<file path="src/rtl/bcd2bin_seq_if.sv">
// ============================================================================
// Module   : bcd2bin_seq_if
// Brief    : Start/busy/done handshake bundle for the BCD-to-binary converter.
//            Digit width follows BCD2BIN_7SEG_IN_EN (7-bit segments vs 4-bit BCD).
// Revision : 1.0
// ============================================================================
`default_nettype none

interface bcd2bin_seq_if #(
    parameter int BIN_W = 7
);
`ifdef BCD2BIN_7SEG_IN_EN
    localparam int DIG_W = 7;
`else
    localparam int DIG_W = 4;
`endif

    logic             in_start;
    logic [DIG_W-1:0] in_T;
    logic [DIG_W-1:0] in_O;
    logic [BIN_W-1:0] out_Bin;
    logic             out_busy;
    logic             out_done;
    logic             out_err;

    modport master (
        output in_start, in_T, in_O,
        input  out_Bin, out_busy, out_done, out_err
    );

    modport slave (
        input  in_start, in_T, in_O,
        output out_Bin, out_busy, out_done, out_err
    );
endinterface

`default_nettype wire

</file>
<file path="src/rtl/bcd2bin_seq.sv">
// ============================================================================
// Module   : bcd2bin_seq
// Brief    : Two-digit BCD to binary via reverse double-dabble, one bit per clock.
//            Define BCD2BIN_7SEG_IN_EN to accept active-low 7-segment digit codes.
// Revision : 1.0
// ============================================================================
`default_nettype none

module bcd2bin_seq #(
    parameter int BIN_W = 7
) (
    input  wire logic      clk,
    input  wire logic      rst,
    bcd2bin_seq_if.slave   bus
);
    localparam logic [1:0] c_ST_IDLE  = 2'd0;
    localparam logic [1:0] c_ST_SHIFT = 2'd1;
    localparam logic [1:0] c_ST_DONE  = 2'd2;

    localparam int                 c_CNT_W = $clog2(BIN_W + 1);
    localparam logic [c_CNT_W-1:0] c_LAST  = c_CNT_W'(BIN_W - 1);

    logic [1:0]         r_state;
    logic [1:0]         w_state_next;
    logic [7:0]         r_bcd;
    logic [7:0]         w_bcd_shift;
    logic [7:0]         w_bcd_next;
    logic [BIN_W-1:0]   r_bin;
    logic [BIN_W-1:0]   w_bin_next;
    logic [BIN_W-1:0]   r_out_bin;
    logic [c_CNT_W-1:0] r_cnt;
    logic               r_err;
    logic               r_out_err;
    logic               w_last;
    logic [3:0]         w_dig_t;
    logic [3:0]         w_dig_o;
    logic               w_dig_err;

`ifdef BCD2BIN_7SEG_IN_EN
    // Returns {invalid, digit}; unknown patterns decode to digit 0 with invalid set.
    function automatic logic [4:0] seg_decode(input logic [6:0] seg);
        case (seg)
            7'h40:   return 5'h00;
            7'h79:   return 5'h01;
            7'h24:   return 5'h02;
            7'h30:   return 5'h03;
            7'h19:   return 5'h04;
            7'h12:   return 5'h05;
            7'h02:   return 5'h06;
            7'h78:   return 5'h07;
            7'h00:   return 5'h08;
            7'h10:   return 5'h09;
            default: return 5'h10;
        endcase
    endfunction

    logic [4:0] w_dec_t;
    logic [4:0] w_dec_o;

    assign w_dec_t   = seg_decode(bus.in_T);
    assign w_dec_o   = seg_decode(bus.in_O);
    assign w_dig_t   = w_dec_t[3:0];
    assign w_dig_o   = w_dec_o[3:0];
    assign w_dig_err = w_dec_t[4] | w_dec_o[4];
`else
    assign w_dig_t   = bus.in_T;
    assign w_dig_o   = bus.in_O;
    assign w_dig_err = (bus.in_T > 4'd9) | (bus.in_O > 4'd9);
`endif

    // One iteration: shift the BCD LSB into the binary MSB, then correct digits >= 8.
    assign {w_bcd_shift, w_bin_next} = {r_bcd, r_bin} >> 1;
    assign w_bcd_next[7:4] = (w_bcd_shift[7:4] >= 4'd8) ? w_bcd_shift[7:4] - 4'd3 : w_bcd_shift[7:4];
    assign w_bcd_next[3:0] = (w_bcd_shift[3:0] >= 4'd8) ? w_bcd_shift[3:0] - 4'd3 : w_bcd_shift[3:0];
    assign w_last          = (r_cnt == c_LAST);

    always_ff @(posedge clk) begin
        if (rst) begin
            r_state <= c_ST_IDLE;
        end else begin
            r_state <= w_state_next;
        end
    end

    always_comb begin
        w_state_next = r_state;
        case (r_state)
            c_ST_IDLE:  if (bus.in_start) w_state_next = c_ST_SHIFT;
            c_ST_SHIFT: if (w_last)       w_state_next = c_ST_DONE;
            c_ST_DONE:                    w_state_next = c_ST_IDLE;
            default:                      w_state_next = c_ST_IDLE;
        endcase
    end

    always_comb begin
        bus.out_busy = (r_state == c_ST_SHIFT);
        bus.out_done = (r_state == c_ST_DONE);
        bus.out_Bin  = r_out_bin;
        bus.out_err  = r_out_err;
    end

    // Result registers load on the final shift edge so they are valid during DONE.
    always_ff @(posedge clk) begin
        if (rst) begin
            r_bcd     <= '0;
            r_bin     <= '0;
            r_cnt     <= '0;
            r_err     <= 1'b0;
            r_out_bin <= '0;
            r_out_err <= 1'b0;
        end else begin
            case (r_state)
                c_ST_IDLE: begin
                    if (bus.in_start) begin
                        r_bcd     <= {w_dig_t, w_dig_o};
                        r_bin     <= '0;
                        r_cnt     <= '0;
                        r_err     <= w_dig_err;
                        r_out_err <= 1'b0;
                    end
                end
                c_ST_SHIFT: begin
                    r_bcd <= w_bcd_next;
                    r_bin <= w_bin_next;
                    r_cnt <= r_cnt + 1'b1;
                    if (w_last) begin
                        r_out_bin <= w_bin_next;
                        r_out_err <= r_err | (w_bcd_next != 8'd0);
                    end
                end
                default: ;
            endcase
        end
    end
endmodule

`default_nettype wire

</file>
<file path="src/flat_wrapper.sv">
// flat-port wrapper written by rule: the top's interface ports become plain ports
module bcd2bin_seq_flat 
#(
    parameter int BIN_W = 7
)
  (clk, rst, bus_in_start, bus_in_T, bus_in_O, bus_out_Bin, bus_out_busy, bus_out_done, bus_out_err);
  bcd2bin_seq_if #(.BIN_W(BIN_W)) bus_i ();
  input  wire logic clk;
  input  wire logic rst;
  input wire logic [$bits(bus_i.in_start)-1:0] bus_in_start;
  input wire logic [$bits(bus_i.in_T)-1:0] bus_in_T;
  input wire logic [$bits(bus_i.in_O)-1:0] bus_in_O;
  output wire logic [$bits(bus_i.out_Bin)-1:0] bus_out_Bin;
  output wire logic [$bits(bus_i.out_busy)-1:0] bus_out_busy;
  output wire logic [$bits(bus_i.out_done)-1:0] bus_out_done;
  output wire logic [$bits(bus_i.out_err)-1:0] bus_out_err;
  assign bus_i.in_start = bus_in_start;
  assign bus_i.in_T = bus_in_T;
  assign bus_i.in_O = bus_in_O;
  assign bus_out_Bin = bus_i.out_Bin;
  assign bus_out_busy = bus_i.out_busy;
  assign bus_out_done = bus_i.out_done;
  assign bus_out_err = bus_i.out_err;
  bcd2bin_seq #(.BIN_W(BIN_W)) u_core (.clk(clk), .rst(rst), .bus(bus_i));
endmodule
</file>
<file path="config.mk">
export PLATFORM = sky130hd
export DESIGN_NAME = bcd2bin_seq_flat
export DESIGN_NICKNAME = d
export VERILOG_FILES = /design/src/rtl/bcd2bin_seq_if.sv /design/src/rtl/bcd2bin_seq.sv /design/src/flat_wrapper.sv
export SDC_FILE = /design/constraint.sdc
export NUM_CORES = 1
export LEC_CHECK = 0
export ABC_AREA = 1
export CAP_MARGIN = 5
export CORE_MARGIN = 3
export CORE_UTILIZATION = 40
export CTS_BUF_LIST = sky130_fd_sc_hd__clkbuf_4 sky130_fd_sc_hd__clkbuf_8
export CTS_CLUSTER_SIZE = 30
export DETAILED_ROUTE_END_ITERATION = 7
export SLEW_MARGIN = 15
export SYNTH_ARGS = -nofsm -noshare
export SYNTH_HDL_FRONTEND = slang
export SYNTH_SLANG_ARGS = --single-unit
</file>
<file path="constraint.sdc">
create_clock -name clk -period 2.35 [get_ports clk]
set_clock_uncertainty 0.05 [all_clocks]
set_input_delay 0.47 -clock clk [delete_from_list [all_inputs] [get_ports clk]]
set_output_delay 0.47 -clock clk [all_outputs]
set_load 0.02 [all_outputs]
</file>
==> impl_metrics.json <==
{
  "status": "finished, final reports clean",
  "ys_seq_elements": 28,
  "drt_iter0_drc": 87,
  "crit_type": "reg -> out",
  "die_h_um": 62.3,
  "leakagePower_nw": 0.691,
  "io_pins": 21,
  "first_pass_iters": 6,
  "gp_congestion": 0.778,
  "p_total_mw": 0.958,
  "nFillCells": 289,
  "numCtsBuffers": 3,
  "required_ps": 1830,
  "clockPowerShare_pct": 33.0,
  "holdBufCountCts": 0,
  "intPower_mw": 0.720,
  "crit_arrival_ps": 1660,
  "netlist_area_sq_um": 1270,
  "cts_tree": "yes",
  "report.final.hold_viol_count": 0,
  "end_kind": "output pin",
  "maxCapViolations": 0,
  "p_seq_share_pct": 53.4,
  "antenna_found_initial": 0,
  "final_util_pct": 54.6,
  "first_global_vias": 1024,
  "p_per_area_nw_per_um2": 609,
  "hp-class": "reg -> reg",
  "cts_buffer_depth": 2,
  "slowest_stage": "clkdlybuf4s50_1",
  "post-dp-hpwl_mm": 2.06,
  "swShare_pct": 24.8,
  "grt_start_max_net_pins": 17,
  "area_growth_pct": 24.1,
  "p_sw_mw": 0.238,
  "synth_area_per_cell_sq_um": 7.11,
  "slew_violations": 0,
  "multiInputGateArea_sq_um": 611,
  "max-slew-margin-rel_pct": 64.7,
  "rows": 19,
  "tightest_slew_ps": 528,
  "power_frac_comb_pct": 13.6,
  "yosys_warnings": 0,
  "rsz0062_at_grt": "no",
  "cts_num_sinks": 28,
  "ff_latch_area_sq_um": 561,
  "ant_nets": 0,
  "initial_utilization_pct": 44.0,
  "drc_errors": 0,
  "final-setup-viol-count": 0,
  "worstPathMaxFanout": 5,
  "path_cells": "inv_2 -> nor2_4 -> clkdlybuf4s50_1",
  "final.setup.tns_ps": 0,
  "synthCells": 178,
  "post-route-period-util_pct": 92.7,
  "grt_pass1_wl_mm": 4.75,
  "clock-root-buffer": "clkbuf_4",
  "synth-seq-area-share_pct": 44.3,
  "drive_gt1_share_pct": 10.4,
  "ir_drop_mv": 0.351,
  "synth_fp_nets": 193,
  "die_x_um": 62.3,
  "grt_usage_pct": 15.1,
  "fin_crit_ps": 2180,
  "fin_nets": 218,
  "wire_per_inst_um": 11.4,
  "rrSetupSlack_ps": 940,
  "cts_resized": 0,
  "fmax_mhz": 459,
  "htree_levels": 1,
  "crit_path_start_kind": "flop",
  "cts_setup_buffers": 0,
  "detail_route.vias_per_cell": 4.64,
  "dieArea_sq_um": 3880,
  "fp.coreArea_sq_um": 2880,
  "clk_latency_ps": 330,
  "vias": 1133,
  "clk_pin_slew_ps": 150,
  "overflow": 0,
  "wl_mm": 2.79,
  "max_stage_delay_ps": 620,
  "yosysUniqueCellTypes": 19,
  "portBuffers": 20,
  "diodes": 0
}
==> flip-flops by register name, summed over array words and instances, names as in the netlist <==
| register | count |
|---|---|
| u_core.r_bin | 6 |
| u_core.r_err | 1 |
| u_core.bus.out_Bin | 7 |
| u_core.r_bcd | 8 |
| u_core.bus.out_err | 1 |
| u_core.r_cnt | 3 |
| u_core.r_state | 2 |
==> Yosys cell counts, drive strengths merged <==
cell,number,share of area [%]
or2,2,0.99
nor3,1,0.79
inv,16,4.7
nand3,12,4.7
clkbuf,2,0.59
clkinv,1,0.39
ha,4,4.0
nand4,1,0.99
nand2,59,18
a21oi,16,6.6
nor2,21,6.8
dfxtp,28,44
o21ai,13,5.4
buf,2,1.8
==> final timing paths <==
| kind | start | cells past startpoint | endpoint |
|---|---|---|---|
| max | u_core.r_state[0]$_SDFFE_PP0P_ | 3 | bus_out_busy |
| min reg2reg | u_core.r_bin[1]$_SDFFE_PP0P_ | 2 | u_core.r_bin[1]$_SDFFE_PP0P_ |
| max reg2reg | u_core.r_cnt[0]$_SDFFE_PP0P_ | 8 | u_core.bus.out_Bin[6]$_SDFFE_PP0P_ |
| min | u_core.r_bin[1]$_SDFFE_PP0P_ | 2 | u_core.r_bin[1]$_SDFFE_PP0P_ |
==> worst max-delay path: cells and delay by family, from the launching register on <==
family | cells | cell delay (ps)
buf+inv | 2 | 710
flops | 1 | 490
simple gates | 1 | 120
==> area by class of cell <==
cell class | instances | share of cell area, %
clock buffers | 3 | 1.43
multi-input cells | 129 | 38.9
clock inverters | 1 | 1.91
well taps | 42 | 3.34
flip-flops and latches | 28 | 35.7
repair buffers | 24 | 14.6
inverters | 17 | 4.14
==> cells in the final DEF, fill, tap and decap left out <==
cell / netlist / layout
buf_4: 0 / 4
nand3_1: 12 / 12
clkdlybuf4s50_1: 0 / 20
ha_1: 4 / 4
nand4_2: 1 / 1
o21ai_0: 12 / 12
or2_2: 2 / 2
inv_1: 13 / 13
nor3_2: 1 / 1
inv_2: 3 / 3
nor2_4: 1 / 1
nor2_1: 20 / 20
nand2_1: 57 / 57
bufinv_16: 0 / 1
clkbuf_4: 0 / 3
nand2_2: 2 / 2
a21oi_1: 15 / 15
o21ai_2: 1 / 1
a21oi_2: 1 / 1
clkinv_2: 1 / 1
dfxtp_1: 28 / 28
==> power by group through the flow <==
stage                     Combinational, mW  Clock (mW)  Sequential, mW
after floorplan                      0.0862           0           0.516
after global placement                0.128           0           0.521
after detailed placement              0.130           0           0.521
after CTS                             0.130       0.327           0.511
after global routing                  0.150       0.346           0.514
final                                 0.130       0.316           0.511
==> per-layer routing <==
metal,global-route usage (%),routed length (um),vias up
met5,0,0,-
met1,21.6,1420,495
met3,2.34,120,2
li1,-,-,610
met4,4.96,18,0
met2,23.0,1230,26
==> stage by stage <==
stage	hold slack [ps]	setup slack, ps	instance area, sq um	instances
5_1_grt	443	95.1	1570	244
2_1_floorplan	386	1050	1270	178
3_5_place_dp	400	552	1520	240
6_report	418	172	1570	244
4_1_cts	421	154	1570	244
3_3_place_gp	402	545	1520	240
==> cells by family (layout without fill, tap and decap cells) <==
logic type               after synthesis  after routing  synth area share, %
flip-flops                            28             28                 44.3
AND/OR/NAND/NOR                       96             96                 32.2
adder cells (fa/ha/maj)                4              4                 3.95
buffers and inverters                 21             45                 7.51
AO/OA/AOI/OAI                         29             29                 12.1
Power figures use the tool's default switching activity.
